===== src/rtl/beacon_pkg.sv =====
// Shared types and default sizing for the beacon scan controller.
package beacon_pkg;

  localparam int DEF_CNT_W       = 16;
  localparam int DEF_MAX_BEACONS = 4;
  localparam int DEF_GAP_EDGES   = 20;

  typedef enum logic [1:0] {
    WAIT_SYNC,
    IDLE,
    BEAM,
    GAP
  } state_t;

endpackage


===== src/rtl/beacon_scan_ctrl_rise_detect.sv =====
// Single-register rising-edge detector; the rise is combinational on the current input.
module rise_detect (
  input  logic clk,
  input  logic reset,
  input  logic in,
  output logic rise
);

  logic r_prev;

  always_ff @(posedge clk) begin
    if (reset) r_prev <= 1'b0;
    else       r_prev <= in;
  end

  assign rise = in & ~r_prev;

endmodule


===== src/rtl/beacon_scan_ctrl.sv =====
// Turret beacon capture: tracks angle from encoder A, captures (start, end) pairs per turn
// and publishes a coherent per-turn bank on every index pulse.
module beacon_scan_ctrl
  import beacon_pkg::*;
#(
  parameter  int CNT_W       = DEF_CNT_W,
  parameter  int MAX_BEACONS = DEF_MAX_BEACONS,
  parameter  int GAP_EDGES   = DEF_GAP_EDGES,
  localparam int IDX_W       = $clog2(MAX_BEACONS),
  localparam int CNT_BW      = IDX_W + 1
) (
  input  logic              clk,
  input  logic              reset,
  input  logic              sync_in,
  input  logic              sign_in,
  input  logic              enc_a_in,
  input  logic [IDX_W-1:0]  rd_idx,
  output logic [CNT_W-1:0]  rd_start,
  output logic [CNT_W-1:0]  rd_end,
  output logic [CNT_BW-1:0] beacon_cnt,
  output logic [CNT_W-1:0]  turn_len,
  output logic [CNT_W-1:0]  turn_count,
  output logic              overflow,
  output logic              no_beacon,
  output logic              publish
);

  localparam logic [CNT_W-1:0]  GAP_LAST = CNT_W'(GAP_EDGES - 1);
  localparam logic [CNT_BW-1:0] SLOTS    = CNT_BW'(MAX_BEACONS);

  state_t r_state, w_state_next;

  logic              w_sync_rise, w_enc_rise;
  logic              w_active, w_turn_end, w_gap_done;
  logic              w_commit, w_room, w_fin_ovf, w_rd_valid;
  logic [CNT_W-1:0]  w_commit_end;
  logic [CNT_BW-1:0] w_fin_cnt;

  logic [CNT_W-1:0]  r_pos, r_start_tmp, r_end_tmp, r_gap_cnt;
  logic [CNT_W-1:0]  r_turn_len, r_turn_count;
  logic [CNT_BW-1:0] r_work_cnt, r_beacon_cnt;
  logic              r_work_ovf, r_overflow, r_no_beacon, r_publish;
  logic [CNT_W-1:0]  r_work_start [MAX_BEACONS];
  logic [CNT_W-1:0]  r_work_end   [MAX_BEACONS];
  logic [CNT_W-1:0]  r_pub_start  [MAX_BEACONS];
  logic [CNT_W-1:0]  r_pub_end    [MAX_BEACONS];

  rise_detect u_sync_rise (.clk(clk), .reset(reset), .in(sync_in),  .rise(w_sync_rise));
  rise_detect u_enc_rise  (.clk(clk), .reset(reset), .in(enc_a_in), .rise(w_enc_rise));

  assign w_active   = (r_state != WAIT_SYNC);
  assign w_turn_end = w_active & w_sync_rise;
  assign w_gap_done = (r_state == GAP) & ~sign_in & w_enc_rise & (r_gap_cnt == GAP_LAST);

  always_ff @(posedge clk) begin
    if (reset) r_state <= WAIT_SYNC;
    else       r_state <= w_state_next;
  end

  always_comb begin
    w_state_next = r_state;
    case (r_state)
      WAIT_SYNC: if (w_sync_rise) w_state_next = IDLE;
      IDLE:      if (sign_in) w_state_next = BEAM;
      BEAM:      if (!sign_in) w_state_next = GAP;
      GAP: begin
        if (sign_in)         w_state_next = BEAM;
        else if (w_gap_done) w_state_next = IDLE;
      end
      default:   w_state_next = WAIT_SYNC;
    endcase
    if (w_turn_end) w_state_next = IDLE;
  end

  // A sync rise force-closes whatever beacon is open, so it takes priority over the gap timer.
  always_comb begin
    w_commit     = 1'b0;
    w_commit_end = r_end_tmp;
    if (w_turn_end) begin
      if (r_state == BEAM) begin
        w_commit     = 1'b1;
        w_commit_end = r_pos;
      end else if (r_state == GAP) begin
        w_commit = 1'b1;
      end
    end else if (w_gap_done) begin
      w_commit = 1'b1;
    end
  end

  assign w_room    = (r_work_cnt < SLOTS);
  assign w_fin_cnt = r_work_cnt + CNT_BW'(w_commit & w_room);
  assign w_fin_ovf = r_work_ovf | (w_commit & ~w_room);

  always_ff @(posedge clk) begin
    if (reset) begin
      r_pos        <= '0;
      r_start_tmp  <= '0;
      r_end_tmp    <= '0;
      r_gap_cnt    <= '0;
      r_work_cnt   <= '0;
      r_work_ovf   <= 1'b0;
      r_turn_len   <= '0;
      r_turn_count <= '0;
      r_beacon_cnt <= '0;
      r_overflow   <= 1'b0;
      r_no_beacon  <= 1'b0;
      r_publish    <= 1'b0;
    end else begin
      if (w_sync_rise)                r_pos <= '0;
      else if (w_enc_rise & w_active) r_pos <= r_pos + 1'b1;

      if ((r_state == IDLE) & sign_in & ~w_turn_end) r_start_tmp <= r_pos;

      if ((r_state == BEAM) & ~sign_in & ~w_turn_end) begin
        r_end_tmp <= r_pos;
        r_gap_cnt <= '0;
      end else if ((r_state == GAP) & ~sign_in & w_enc_rise) begin
        r_gap_cnt <= r_gap_cnt + 1'b1;
      end

      if (w_turn_end) begin
        r_work_cnt <= '0;
        r_work_ovf <= 1'b0;
      end else if (w_commit) begin
        if (w_room) r_work_cnt <= r_work_cnt + 1'b1;
        else        r_work_ovf <= 1'b1;
      end

      r_publish <= w_turn_end;
      if (w_turn_end) begin
        r_turn_len   <= r_pos;
        r_beacon_cnt <= w_fin_cnt;
        r_overflow   <= w_fin_ovf;
        r_no_beacon  <= (w_fin_cnt == '0);
        r_turn_count <= r_turn_count + 1'b1;
      end
    end
  end

  // Each slot forwards a same-cycle commit straight into the published copy.
  generate
    for (genvar gi = 0; gi < MAX_BEACONS; gi++) begin : g_slot
      logic w_hit;
      assign w_hit = w_commit & w_room & (r_work_cnt == CNT_BW'(gi));

      always_ff @(posedge clk) begin
        if (reset) begin
          r_work_start[gi] <= '0;
          r_work_end[gi]   <= '0;
          r_pub_start[gi]  <= '0;
          r_pub_end[gi]    <= '0;
        end else begin
          if (w_hit) begin
            r_work_start[gi] <= r_start_tmp;
            r_work_end[gi]   <= w_commit_end;
          end
          if (w_turn_end) begin
            r_pub_start[gi] <= w_hit ? r_start_tmp  : r_work_start[gi];
            r_pub_end[gi]   <= w_hit ? w_commit_end : r_work_end[gi];
          end
        end
      end
    end
  endgenerate

  assign w_rd_valid = ({1'b0, rd_idx} < r_beacon_cnt);
  assign rd_start   = w_rd_valid ? r_pub_start[rd_idx] : '0;
  assign rd_end     = w_rd_valid ? r_pub_end[rd_idx]   : '0;

  assign beacon_cnt = r_beacon_cnt;
  assign turn_len   = r_turn_len;
  assign turn_count = r_turn_count;
  assign overflow   = r_overflow;
  assign no_beacon  = r_no_beacon;
  assign publish    = r_publish;

endmodule

===== config.mk =====
export PLATFORM = sky130hd
export DESIGN_NAME = beacon_scan_ctrl
export DESIGN_NICKNAME = d
export VERILOG_FILES = /design/src/rtl/beacon_pkg.sv /design/src/rtl/beacon_scan_ctrl_rise_detect.sv /design/src/rtl/beacon_scan_ctrl.sv
export SDC_FILE = /design/constraint.sdc
export NUM_CORES = 1
export LEC_CHECK = 0
export ABC_AREA = 1
export ABC_CLOCK_PERIOD_IN_PS = 4600
export CORE_ASPECT_RATIO = 1.2
export CORE_MARGIN = 2
export CORE_UTILIZATION = 55
export CTS_BUF_LIST = sky130_fd_sc_hd__clkbuf_16
export CTS_CLUSTER_DIAMETER = 200
export CTS_CLUSTER_SIZE = 14
export DETAILED_ROUTE_END_ITERATION = 8
export MAX_ROUTING_LAYER = met4
export PLACE_DENSITY = 0.74
export SYNTH_ARGS = -nofsm -noshare
export SYNTH_HDL_FRONTEND = slang
export SYNTH_SLANG_ARGS = --single-unit

===== constraint.sdc =====
create_clock -name clk -period 4.6 [get_ports clk]
set_clock_uncertainty 0.1 [all_clocks]
set_input_delay 0.69 -clock clk [delete_from_list [all_inputs] [get_ports clk]]
set_output_delay 0.69 -clock clk [all_outputs]
set_load 0.01 [all_outputs]

Word-level counts from Yosys, hierarchy flattened:

Memories as Yosys holds them, arrays and structs flattened.
Cells that the tools add are included.

* reduce and logical (&&, ||, !) cells: 11
* $lt $le $gt $ge: 2
* multiplexer cells: 56
* bitwise operators: 40
* equal/unequal tests: 15
* add/sub/neg operators: 5

Operator list (number)
* 16-bit two-way mux: 28
* 16-bit by 1-bit adder with 16-bit output, second input constant: 3
* 1-bit two-way mux: 22
* 1-bit AND: 18
* 1-bit OR: 17
* 16-bit by 5-bit equality test with 1-bit output, second input constant: 1
* 3-bit != test, second input constant: 4
* 2-bit two-way mux: 5
* 2-bit case mux with 4 select lines: 1
* 4-bit AND reduction: 2
* 3-bit by 2-bit equality test with 1-bit output, second input constant: 2
* 3-bit zero test: 2
* 2-bit != test, second input constant: 3
* 2-bit OR reduction: 3
* 1-bit NOT: 5
* 2-bit equality test, second input constant: 2
* 4-bit != test, second input constant: 1
* 2-bit AND reduction: 2
* 3-bit by 1-bit adder with 3-bit output: 1
* 3-bit by 1-bit adder with 3-bit output, second input constant: 1
* 3-bit by 1-bit equality test with 1-bit output, second input constant: 1
* 2-bit by 3-bit less-than comparator with 1-bit output: 1
* 3-bit less-than comparator, second input constant: 1
* 2-bit by 1-bit equality test with 1-bit output, second input constant: 1
* 2 further kinds: 2

* output and inout bits: 70
* flip-flop bits (word level): 110
* memories kept: 4
* memory bits (writable): 256
* input bits: 7

Memory list
* r_pub_end: words 4, bits a word 16, rd ports 1, clocked after Yosys merged registers in 0, wr ports 4, RTL line beacon_scan_ctrl.sv:46 `logic [CNT_W-1:0] r_pub_end [MAX_BEACONS];`
* r_pub_start: words 4, bits a word 16, rd ports 1, clocked after Yosys merged registers in 0, wr ports 4, RTL line beacon_scan_ctrl.sv:45 `logic [CNT_W-1:0] r_pub_start [MAX_BEACONS];`
* r_work_end: words 4, bits a word 16, rd ports 4, clocked after Yosys merged registers in 0, wr ports 4, RTL line beacon_scan_ctrl.sv:44 `logic [CNT_W-1:0] r_work_end [MAX_BEACONS];`
* r_work_start: words 4, bits a word 16, rd ports 4, clocked after Yosys merged registers in 0, wr ports 4, RTL line beacon_scan_ctrl.sv:43 `logic [CNT_W-1:0] r_work_start [MAX_BEACONS];`

Depth between registers and ports, before layout:

* depth in word-level cells: 12
* gate-level depth with buffers: 15
* mapped depth without buffers: 15

Cells and area by module:

A second synthesis with hierarchy kept.

* cell total of the unflattened synthesis: 1889
* area total of the unflattened synthesis: 16636.0 um^2

By module, submodules not included
* beacon_scan_ctrl: instances 1, cells each 1881, area an instance 16573.4 um^2, sequential area each 9849.4 um^2
* rise_detect: instances 2, cells each 4, area an instance 31.3 um^2, sequential area each 20.0 um^2

Worst setup path before layout:

No wires, ideal clock.

* path type: input to register
* start: input port sync_in
* end: memory r_pub_end[0][0] in the netlist's numbering (enable)
* slack: 0.387 ns
* data arrival time: 3.631 ns
* buffers on the path: 0
* library setup time: 0.482 ns
* stages: 4
* cell sequence: nand2_1 > nor2_4 > nor2_1 > inv_1

RTL lines
* start, declared: RTL line beacon_scan_ctrl.sv:14 `input logic sync_in,`
* end, declared: RTL line beacon_scan_ctrl.sv:46

Final worst setup path:

* start: input port rd_idx[1]
* end: output port rd_end[8]

* longest elaborated chain between the ends: 2
* elaborated cells between the ends (all ways): 3
* classes of those cells: order compare (1); mux (1); memory (1)

Ends and longest elaborated chain
* start, declared: RTL line beacon_scan_ctrl.sv:17 `input logic [IDX_W-1:0] rd_idx,`
* 2-bit by 3-bit less-than comparator with 1-bit output or memory 4 x 16 bit (tied branches)
* 16-bit two-way mux (*): RTL line beacon_scan_ctrl.sv:169 `assign rd_end = w_rd_valid ? r_pub_end[rd_idx] : '0;`
* end, declared: RTL line beacon_scan_ctrl.sv:19 `output logic [CNT_W-1:0] rd_end,`

Every way passes the cells marked *; elsewhere a longest branch is shown, timed or not.

==> results.yml <==
outcome:
  status: "finished, final reports clean"
die:
  ios: 77
  rows: 69
  chipWidth_um: 163
  start_util: 0.562
  dieArea_sq_mm: 0.0319
  coreArea_sq_mm: 0.0298
  die_h_um: 195
synth:
  synth_nets: 1930
  synth_top_family_by_area: "simple AND/OR/NAND/NOR gates"
  synth_area_leaders: "edfxtp_1 (46%), dfxtp_1 (13%), nor2_1 (9.6%), nand2_1 (6.9%), a21oi_1 (5.0%)"
  synth_fa_ha_area_frac: 0.00747
  synth-edff-count: 256
  synth_cells: 1913
  synthFlopType: "edfxtp_1"
  ys_warn_count: 0
  synth_top_area_cell: "edfxtp_1"
  yosysUniqueCellTypes: 40
  ys_ff_latch: 366
  async_reset_ff_frac: 0
  synth_xor_area_frac: 0.00628
  post-synth-top-count-cell: "nor2_1"
  synthTopCellsByCount: "nor2_1 (428), nand2_1 (307), edfxtp_1 (256), inv_1 (192), a21oi_1 (166)"
  seq_area_frac_synth: 0.591
  synth_top_area_frac: 0.459
  syn_area_sq_mm: 0.0167
  synth_compound_area_frac: 0.104
  synth-simple-area-share: 0.219
  synth.area.mux_share: 0
  synth_area_per_cell_sq_um: 8.75
route:
  dr.pass1.iters: 5
  wirelength_mm: 41.0
  vias: 13100
  drc_errors: 0
  wl_per_cell_um: 17.5
  antenna_left: 0
  drtIter0Drc: 1057
  vias_per_cell: 5.57
clock_network:
  cts.sinks: 366
  clockBufferDepth: 3
  cts_buffers: 30
  cts_tree: "yes"
  worstSkewPairLatency_ps: 580
  cts_resized: 0
  htree_num_levels: 1
  clockRootBuffer: "clkbuf_16"
  clk_pin_slew_ps: 70
  postCtsHoldBufs: 0
  post_cts_buffers: 0
grt:
  grt_pass1_wl_mm: 65.5
  grt_pass1_vias: 12500
  grt_usage: 0.267
  grt_max_degree: 100
  grt_overflow: 0
  antenna_found_initial: 0
layout:
  post_route_cells_drive_above_1_share: 0.0449
  n_fill_cell: 2454
  nets: 1954
  area_growth_pct: 11.5
  n_antenna_cell: 0
  post-route-util: 0.626
placed_design:
  port_buffers: 76
  gp_congestion: 0.860
  hpwlAfterDp_mm: 25.1
critical_path:
  worst_setup_path_end_kind: "primary output"
  slowest_delay_ps: 490
  path_class: "primary input to primary output"
  worstPathRequired_ps: 3810
  path_cells: "clkdlybuf4s50_1 > ha_1 > a21oi_1 > nor2_2 > buf_4 > a21oi_1 > clkdlybuf4s50_1"
  startpoint_type: "primary input"
  regToRegSetupSlack_ps: 1500
  crit_slowest_cell: "clkdlybuf4s50_1"
  cp_data_arrival_time_ps: 2920
  critPathMaxFanout: 22
sta:
  clock.fmax_mhz: 269
  fin_crit_sh: 0.807
  fin_crit_ps: 3710
  fin_setup_tns_ps: 0
  tightest_slew_ps: 1080
  finalSetupViolCount: 0
  slew_headroom: 0.277
  rsz0062_at_grt: "no"
  hold_viol_final: 0
  slew_violations: 0
pwr:
  cellPowerDensity_mw_per_mm2: 392
  cellLeakagePower_nw: 7.43
  ir_drop_uv: 310
flow_run:
  drv_cap: 0
worst_hold_path:
  hp-class: "flip-flop to flip-flop"
logic make-up (layout without fill, tap and decap cells):
group | after synthesis | in the layout
flops | 366 | 366
simple gates | 871 | 871
xor+xnor | 12 | 12
buf+inv | 311 | 356
compound gates | 343 | 343
fa+ha+maj | 10 | 10
layout by cell type, fill, tap and decap left out, drive strengths merged:
cell type and count:
nor2 433, nand2 309, edfxtp 256, inv 217, a21oi 167, o21ai 167, dfxtp 110, nand4 81
clkdlybuf4s50 74, buf 32, clkbuf 30, nand3 26, nor3 13, ha 10, xor2 9, o21a 3
xnor2 3, a22o 3, clkinv 3, nand3b 2, nor3b 2, and2 2, and3 1, or2 1
o22ai 1, nor4 1, a31oi 1, a211oi 1
final cells by class:
cell class / count / area (sq um) / area share
clock inverters: 23 / 111 / 0.00597
multi-input cells: 1236 / 5660 / 0.304
flip-flops and latches: 366 / 9890 / 0.530
repair buffers: 106 / 1010 / 0.0543
clock buffers: 30 / 751 / 0.0402
well taps: 390 / 488 / 0.0262
inverters: 197 / 742 / 0.0398
critical path: cells and delay by family:
family | cells | cell delay [ps]
adders and majority gates | 1 | 300
and+or+nand+nor | 1 | 410
AOI/OAI and AO/OA | 2 | 170
buffers and inverters | 3 | 1320
sequential cells by signal, summed over array words and instances, names as in the netlist, 2 cells and up:
| register | count |
|---|---|
| r_work_cnt | 3 |
| beacon_cnt | 3 |
| turn_count | 16 |
| r_start_tmp | 16 |
| r_end_tmp | 16 |
| r_work_start | 64 |
| r_work_end | 64 |
| r_state | 2 |
| r_pub_end | 64 |
| r_gap_cnt | 16 |
| turn_len | 16 |
| r_pub_start | 64 |
| r_pos | 16 |
layer usage:
metal	part of all wire	GRT usage	vias up
met5	0	-	-
met1	0.42	0.348	6123
met3	0.087	0.0489	64
li1	-	-	6363
met2	0.47	0.426	536
met4	0.025	0.0810	0
metrics by stage:
stage | cells | setup slack [ps] | power [mW] | hold slack, ps | cell area [sq um]
after floorplan | 1913 | 387 | 4.69 | 331 | 16700
after global placement | 2295 | 962 | 5.02 | 340 | 17800
after detailed placement | 2295 | 909 | 5.05 | 351 | 17800
after CTS | 2348 | 895 | 7.34 | 362 | 18700
after global routing | 2348 | 730 | 7.61 | 379 | 18700
final | 2348 | 889 | 7.32 | 357 | 18700
power by group:
group          switching (mW)  leakage, nW  internal [mW]  total [mW]
Combinational           0.759         3.37          0.273        1.03
Sequential              0.129         3.57           3.83        3.96
Clock                    1.15        0.495           1.18        2.32
path summary, 6_finish.rpt:
path | endpoint | startpoint | cells past startpoint
setup reg to reg | r_pub_end[0][4] | r_work_cnt[2] | 7
hold / removal | r_end_tmp[7] | r_end_tmp[7] | 2
setup / recovery | rd_end[8] | rd_idx[1] | 7
hold reg to reg | r_end_tmp[7] | r_end_tmp[7] | 2
No activity file was read; power rests on OpenSTA's default activity.
